[src/rtl/lsu_ctrl.sv]
// RV32I load/store unit: word-aligned memory access, sub-word extract/extend, RMW sub-word stores.
// Optional MISALIGN_TRAP_EN: misaligned halfword/word accesses trap instead of silently aligning.
module lsu_ctrl #(
  parameter int ADDR_W = 16,
  parameter int DATA_W = 32
) (
  input  logic              clk,
  input  logic              rst,
  input  logic              req_valid,
  output logic              req_ready,
  input  logic              req_we,
  input  logic [2:0]        req_funct3,
  input  logic [ADDR_W-1:0] req_addr,
  input  logic [DATA_W-1:0] req_wdata,
  output logic              resp_valid,
  output logic [DATA_W-1:0] resp_rdata,
  output logic              resp_err,
  output logic              mem_en,
  output logic [ADDR_W-1:0] mem_addr,
  output logic [DATA_W-1:0] mem_wdata,
  input  logic [DATA_W-1:0] mem_rdata
`ifdef MISALIGN_TRAP_EN
  ,
  output logic              misaligned
`endif
);

  typedef enum logic [1:0] {IDLE, READ, WRITE, RESP} state_t;

  state_t            state_q, state_d;
  logic              we_q, we_d;
  logic [2:0]        f3_q, f3_d;
  logic [ADDR_W-1:0] addr_q, addr_d;
  logic [DATA_W-1:0] wdata_q, wdata_d;
  logic [DATA_W-1:0] old_q, old_d;
  logic [DATA_W-1:0] rdata_q, rdata_d;
  logic              err_q, err_d;
`ifdef MISALIGN_TRAP_EN
  logic              mis_q, mis_d;
  logic              req_mis;
`endif

  logic              req_illegal;
  logic [4:0]        bsh;
  logic [DATA_W-1:0] shifted, ext, merged;
  logic [15:0]       half;

  assign req_illegal = (req_funct3 == 3'b011) || (req_funct3 == 3'b110) ||
                       (req_funct3 == 3'b111) || (req_we && req_funct3[2]);
`ifdef MISALIGN_TRAP_EN
  assign req_mis = ((req_funct3[1:0] == 2'b01) && req_addr[0]) ||
                   ((req_funct3[1:0] == 2'b10) && (req_addr[1:0] != 2'b00));
`endif

  // Lane extraction for loads and lane replacement for RMW stores.
  assign bsh     = {addr_q[1:0], 3'b000};
  assign shifted = mem_rdata >> bsh;
  assign half    = addr_q[1] ? mem_rdata[31:16] : mem_rdata[15:0];

  always_comb begin
    ext    = mem_rdata;
    merged = wdata_q;
    case (f3_q[1:0])
      2'b00: begin
        ext    = {{24{~f3_q[2] & shifted[7]}}, shifted[7:0]};
        merged = old_q;
        merged[bsh +: 8] = wdata_q[7:0];
      end
      2'b01: begin
        ext    = {{16{~f3_q[2] & half[15]}}, half};
        merged = old_q;
        merged[{addr_q[1], 4'b0000} +: 16] = wdata_q[15:0];
      end
      default: begin
        ext    = mem_rdata;
        merged = wdata_q;
      end
    endcase
  end

  always_comb begin
    state_d = state_q;
    we_d    = we_q;
    f3_d    = f3_q;
    addr_d  = addr_q;
    wdata_d = wdata_q;
    old_d   = old_q;
    rdata_d = rdata_q;
    err_d   = err_q;
`ifdef MISALIGN_TRAP_EN
    mis_d   = mis_q;
`endif
    case (state_q)
      IDLE: if (req_valid) begin
        we_d    = req_we;
        f3_d    = req_funct3;
        addr_d  = req_addr;
        wdata_d = req_wdata;
        rdata_d = '0;
        err_d   = 1'b0;
`ifdef MISALIGN_TRAP_EN
        mis_d   = 1'b0;
`endif
        if (req_illegal) begin
          err_d   = 1'b1;
          state_d = RESP;
        end
`ifdef MISALIGN_TRAP_EN
        else if (req_mis) begin
          err_d   = 1'b1;
          mis_d   = 1'b1;
          state_d = RESP;
        end
`endif
        else if (req_we && (req_funct3 == 3'b010)) state_d = WRITE;
        else state_d = READ;
      end
      READ: begin
        if (we_q) begin
          old_d   = mem_rdata;
          state_d = WRITE;
        end else begin
          rdata_d = ext;
          state_d = RESP;
        end
      end
      WRITE:   state_d = RESP;
      default: state_d = IDLE;
    endcase
  end

  always_ff @(posedge clk) begin
    if (rst) begin
      state_q <= IDLE;
      we_q    <= 1'b0;
      f3_q    <= '0;
      addr_q  <= '0;
      wdata_q <= '0;
      old_q   <= '0;
      rdata_q <= '0;
      err_q   <= 1'b0;
`ifdef MISALIGN_TRAP_EN
      mis_q   <= 1'b0;
`endif
    end else begin
      state_q <= state_d;
      we_q    <= we_d;
      f3_q    <= f3_d;
      addr_q  <= addr_d;
      wdata_q <= wdata_d;
      old_q   <= old_d;
      rdata_q <= rdata_d;
      err_q   <= err_d;
`ifdef MISALIGN_TRAP_EN
      mis_q   <= mis_d;
`endif
    end
  end

  assign req_ready  = (state_q == IDLE);
  assign resp_valid = (state_q == RESP);
  assign resp_rdata = rdata_q;
  assign resp_err   = err_q;
  // Reset arriving mid-WRITE must not corrupt memory.
  assign mem_en     = (state_q == WRITE) & ~rst;
  assign mem_addr   = {addr_q[ADDR_W-1:2], 2'b00};
  assign mem_wdata  = (state_q == WRITE) ? merged : '0;
`ifdef MISALIGN_TRAP_EN
  assign misaligned = mis_q;
`endif

endmodule

[config.mk]
export PLATFORM = sky130hd
export DESIGN_NAME = lsu_ctrl
export DESIGN_NICKNAME = d
export VERILOG_FILES = /design/src/rtl/lsu_ctrl.sv
export SDC_FILE = /design/constraint.sdc
export NUM_CORES = 1
export LEC_CHECK = 0
export CAP_MARGIN = 20
export CORE_UTILIZATION = 52
export DETAILED_ROUTE_END_ITERATION = 6
export PLACE_DENSITY = 0.91
export SLEW_MARGIN = 30
export SYNTH_ARGS = -nofsm -noshare
export SYNTH_HDL_FRONTEND = slang
export SYNTH_SLANG_ARGS = --single-unit
export TNS_END_PERCENT = 20
[constraint.sdc]
create_clock -name clk -period 5.6 [get_ports clk]
set_input_delay 0.84 -clock clk [delete_from_list [all_inputs] [get_ports clk]]
set_output_delay 0.84 -clock clk [all_outputs]
set_load 0.005 [all_outputs]
After elaboration in Yosys (flattened, before gate mapping). Index checks and enable logic that the tools add are counted.

Shifts and indexed selects: 5. Eq/ne operators: 10. Reductions and logical operators: 11. Multiplexer cells: 15. $add $sub $neg: 2. Bitwise logic cells: 5.

Operators with widths (count): 32-bit one-hot mux with 2 select lines (3); 32-bit two-way mux (3); 32-bit bitwise mux (2); 16-bit by 7-bit variable shift with 32-bit output (first input constant) (1); 8-bit by 7-bit variable shift with 32-bit output (first input constant) (1); 16-bit by 7-bit variable part select with 32-bit output (1); 8-bit by 7-bit variable part select with 32-bit output (1); 32-bit by 5-bit right shift with 8-bit output (1); 16-bit two-way mux (1); 5-bit negation with 7-bit output (2); 3-bit by 2-bit == test with 1-bit output (second input constant) (2); 3-bit == test (second input constant) (2); 2-bit two-way mux (3); 2-bit one-hot mux with 3 select lines (1); 2-bit by 1-bit == test with 1-bit output (second input constant) (2); 2-bit == test (second input constant) (2); 2-bit logical NOT (2); 2-bit inequality test (second input constant) (2); 2-bit AND reduction (2); 1-bit bitwise AND (3); 1-bit logical OR (3); 3-bit AND reduction (1); 1-bit logical AND (2); 1-bit two-way mux (2); other kinds (2) (3).

Flip-flop bits (word level): 119. Logic and storage cells: 56. Output and inout bits: 84.

Depth between registers and ports, before layout.
Depth after elaboration: 7. Gate-level depth with buffers: 8. Gate-level depth less buffers: 6.

Worst setup path after synthesis. Ideal clock, no wire load.

Path type: flip-flop to output port. Start: register addr_q[1]. End: output mem_wdata[0]. Cell stages (with the launch flop): 7. Buffers on the path: 1. Required time: 4760 ps. Arrival time: 1857 ps. Slack: 2903 ps. Cells stage by stage: dfxtp_1 buf_6 inv_1 ha_1 nor3_1 a221oi_1 nor3_1.

Cells in the longest elaborated chain, start to end: 5.

Ends and longest elaborated chain: start: declaration (line 33) `logic [ADDR_W-1:0] addr_q, addr_d;`; start signal: assignment (line 149) `addr_q <= addr_d;`; 5-bit negation with 7-bit output (on tied branches) (line 72, 67); 16-bit by 7-bit variable part select with 32-bit output (tied with other cells) (line 72) `merged[{addr_q[1], 4'b0000} +: 16] = wdata_q[15:0];`; 32-bit bitwise mux (on tied branches) (line 72, 67); 32-bit one-hot mux with 2 select lines * (line 63) `case (f3_q[1:0])`; 32-bit two-way mux * (line 167) `assign mem_wdata = (state_q == WRITE) ? merged : '0;`; end: declaration (line 20) `output logic [DATA_W-1:0] mem_wdata,`.

Every way passes the cells marked *; elsewhere a longest branch is shown, timed or not.

Final worst setup path.
Start: register addr_q[1]. End: output mem_wdata[26].

Same word-level chain as after synthesis.

==> results summary <==
The static leakage power came out at 0.00283 uW. In this run the critical register-to-register path is launched from addr_q[1]. In the routed layout, each cell is associated on average with a via count of just over 6. The final setup violation count is 0. By startpoint and endpoint, the worst setup path is classified as reg2out. After synthesis, the largest family of logic cells by area is compound AO/OA/AOI/OAI gates. For the worst setup path, the data arrival time is 3380 ps. The critical path endpoint category is a primary output.

The detailed placement HPWL came out at between 10000 and 15000 um. The endpoint identified for the worst register-to-register timing path is resp_rdata[19]. The synthesized design contains 0 enable-type register cells. The logic depth of the worst register-to-register path is 5.

The number of vias in the routed layout is 6281. For this block, the routed nets add up to 19100 um of wire. The fmax is 237 MHz. For this configuration, the core starts out at a cell density of 53.7%. STA classifies the critical path startpoint as a flop. The measured slew at the worst slew-check pin is 950 ps. The first global-routing pass estimated 29600 um of wire. In this run the post-CTS setup repair buffer count came out at 0. Summing the areas of all xor and xnor instances in the mapped netlist gives 0% of the synthesized area.

After floorplanning, the core was sized to cover 10900 um^2. The horizontal die dimension came out at 108 um. The power consumption came out at 3200 uW.

The maximum number of pins on one net before global-route repair is 53. The post-synthesis cell type count came out at 46. The mean area per synthesized cell came out at a little under 8 um^2.

The count of buffering cells on the critical path with inverters included came out at 3. The count of nets after finishing is 972. The number of buffer cells added on primary ports is 168. The clock network latency to the later pin of the worst-skew pair came out at 410 ps. The arithmetic-cell share of the synthesized area counting full adders, half adders and majority gates came out at 1.92%. Across all register-to-register paths, the minimum setup slack is 3290 ps. The peak ir drop on the vdd network is around 0.34 mV. CTS built an H-tree with a depth of 4. The worst hold path stage count came out at 2. After floorplanning, the core was divided into 38 placement rows. After synthesis the cells add up to between 5000 and 6000 um^2. Routability-driven placement finished with a final weighted congestion of 0.896.

The startpoint identified for the worst hold timing path is addr_q[8]. The number of buffers added to fix hold violations after cts is 0. The proportion of synthesized chip area in sequential cells is 40.6%. The headroom to the max-slew limit came out at 36.7%. The placed instances occupy a cell area of 7430 um^2. The critical-path cell with the highest stage delay is sky130_fd_sc_hd__nor4b_2. The CTS tree is yes.

The compound-cell area share of the yosys netlist is 26.4%. The most used flip-flop cell after synthesis is sky130_fd_sc_hd__dfxtp_1. The total negative setup slack came out at 0 ps. The data required time of the worst path is 4760 ps. The detailed-router iteration count before antenna repair came out at 7. The number of clock sinks is approximately 120. The total global routing overflow came out at 0.

For hold timing, the worst endpoint is addr_q[8]. The share of flip-flops with an asynchronous set or reset is 0%. The library cell used most frequently in the layout, excluding fill and tap cells, is sky130_fd_sc_hd__nand2_1. After Yosys synthesis, and, or, nand and nor cells account for 19.4% of the synthesized area. The count of final hold-check violations is 0. The clock buffer count from CTS came out at 17. The worst-case setup slack after placement came out at 1760 ps.

The clock passes through at most 2 buffers. The synthesized netlist cell count is 750. The number of antenna-violating nets in the routed design came out at 0. For this run, the slowest stage of the critical path takes roughly 700 ps. The number of top-level pins came out at between 150 and 200. Across the run, the number of max-cap violations was 0. The top cell types in the final layout, fill and taps aside, are 215 x sky130_fd_sc_hd__nand2_1, 167 x sky130_fd_sc_hd__clkdlybuf4s50_1, 119 x sky130_fd_sc_hd__dfxtp_1.

The setup slack after layout came out at 1380 ps. The checks that failed: design-rule violations. The signal on the critical path passes through buf_4 -> inv_1 -> ha_1 -> nor4b_2 -> a221oi_1 -> nor3_1 -> clkdlybuf4s50_1. The critical-path maximum fanout is 31. The post-route DRC violation count came out at 1. The count of yosys warnings during synthesis came out at 0. The worst clock skew on the final layout is 4.34 ps. The tightest min-delay check is of the reg2reg type. The global-route usage over all layers is about a third. The first-iteration detailed-routing DRC count came out at 770. The synthesized design contains around 120 register bits. The layout overhead on the synthesized area is 36.7%. The run finished, with violations left. The number of diodes added for antenna fixing came out at 0. The power per cell area is 399 nW/um^2. Multiplexer cells account for between 4 and 5% of the synthesized area. Broken down by cell family, the worst path's largest delay share belongs to buffers and inverters. The floorplan step defined a die boundary enclosing 11700 um^2. In the final routed layout, each cell accounts on average for approximately 19 um. The routed design could run at a clock period as short as ~4200 ps. From bottom edge to top edge, the die measures 108 um.

The via count of the first global-routing pass came out at approximately 6k. The share of final-layout standard cells stronger than drive strength 1 came out at 8.90%. The cell sitting at the root of the clock tree is a sky130_fd_sc_hd__clkbuf_16. The initial antenna violation count came to 0.

The max-slew violation total from the final report came out at 0. Setup repair after global routing left no endpoint under its margin. The total of cells resized after clock tree synthesis is 0. Clock-pin slew was measured on the worst setup and hold paths at 60 ps. The final worst-path cycle share is 75.4%. The area of all placed cells without fillers is 8030 um^2.
## worst min-delay path, stage by stage (launching register included)
cell	delay (ps)
sky130_fd_sc_hd__dfxtp_1	300
sky130_fd_sc_hd__nand2_1	50
sky130_fd_sc_hd__a21oi_1	50
## state kept, by name, indices dropped and copies added (netlist names)
signal	flops
addr_q	16
f3_q	3
old_q	32
resp_err	1
resp_rdata	32
state_q	2
wdata_q	32
we_q	1
## worst max-delay path by stage
stage                         start             to  slack (ps)  cells after the start
after floorplan           addr_q[1]   mem_wdata[0]        2900                      6
after global placement    addr_q[1]   mem_wdata[7]        1880                      7
after detailed placement  addr_q[1]   mem_wdata[6]        1760                      7
after CTS                 addr_q[1]   mem_wdata[6]        1310                      7
after global routing      addr_q[1]  mem_wdata[27]        1170                      8
final                     addr_q[1]  mem_wdata[26]        1380                      7
## final cells by class
class	count	area, um^2
Inverter	12	45.0
Fill cell	822	2910
Timing Repair Buffer	174	1720
Tap cell	140	175
Sequential cell	119	2380
Clock inverter	9	125
Multi-Input combinational cell	552	3110
Clock buffer	22	464
## cell usage after synthesis, types with 2 or more instances
master	count	area share, %
sky130_fd_sc_hd__buf_1	3	0.19
sky130_fd_sc_hd__clkbuf_1	36	2.3
sky130_fd_sc_hd__mux2i_1	8	1.4
sky130_fd_sc_hd__inv_1	9	0.58
sky130_fd_sc_hd__buf_6	2	0.38
sky130_fd_sc_hd__a221oi_1	17	2.5
sky130_fd_sc_hd__a222oi_1	7	1.2
sky130_fd_sc_hd__and2_1	2	0.21
sky130_fd_sc_hd__o21ai_2	10	1.5
sky130_fd_sc_hd__nand2_1	216	14
sky130_fd_sc_hd__a32o_1	9	1.5
sky130_fd_sc_hd__a22oi_1	8	1.0
sky130_fd_sc_hd__mux2_2	17	3.3
sky130_fd_sc_hd__o21ai_0	32	2.7
sky130_fd_sc_hd__nor3_1	19	1.6
sky130_fd_sc_hd__nor2b_1	11	1.2
sky130_fd_sc_hd__and4_1	2	0.30
sky130_fd_sc_hd__nand2b_1	2	0.21
sky130_fd_sc_hd__a21o_1	2	0.26
sky130_fd_sc_hd__nor2_1	9	0.58
sky130_fd_sc_hd__a221o_1	8	1.4
sky130_fd_sc_hd__buf_2	9	0.77
sky130_fd_sc_hd__dfxtp_1	119	41
sky130_fd_sc_hd__inv_2	2	0.13
sky130_fd_sc_hd__a21boi_0	7	0.90
sky130_fd_sc_hd__buf_4	18	2.3
sky130_fd_sc_hd__o22ai_1	24	2.6
sky130_fd_sc_hd__nor3_2	2	0.34
sky130_fd_sc_hd__a21oi_1	115	9.8
sky130_fd_sc_hd__ha_1	9	1.9
## metrics by stage
stage / utilization, % / hold slack (ps) / cells
6_report: 73.4 / 449 / 1028
2_1_floorplan: - / 436 / 751
3_3_place_gp: 67.9 / 435 / 997
3_5_place_dp: 68.0 / 443 / 997
5_1_grt: 73.4 / 472 / 1028
4_1_cts: 73.3 / 453 / 1028
## cells by family after synthesis
logic type,count (synthesis)
compound gates,245
flops,119
simple gates,270
mux,26
buf+inv,80
fa+ha+maj,9
other cells,1
## metal layers
metal	vias up	part of all wire, %	global-route usage (%)
met3	102	9.6	9.22
met4	0	4.9	17.1
met2	410	48	54.8
li1	2888	-	-
met1	2881	38	39.2
met5	-	0	0
## power breakdown
group	leakage, uW	switching, uW	internal, uW
logic	0.00157	584	444
registers	0.000968	106	970
clock network	0.000286	382	717
total	0.00283	1070	2130
(Power assumes the default switching activity.)
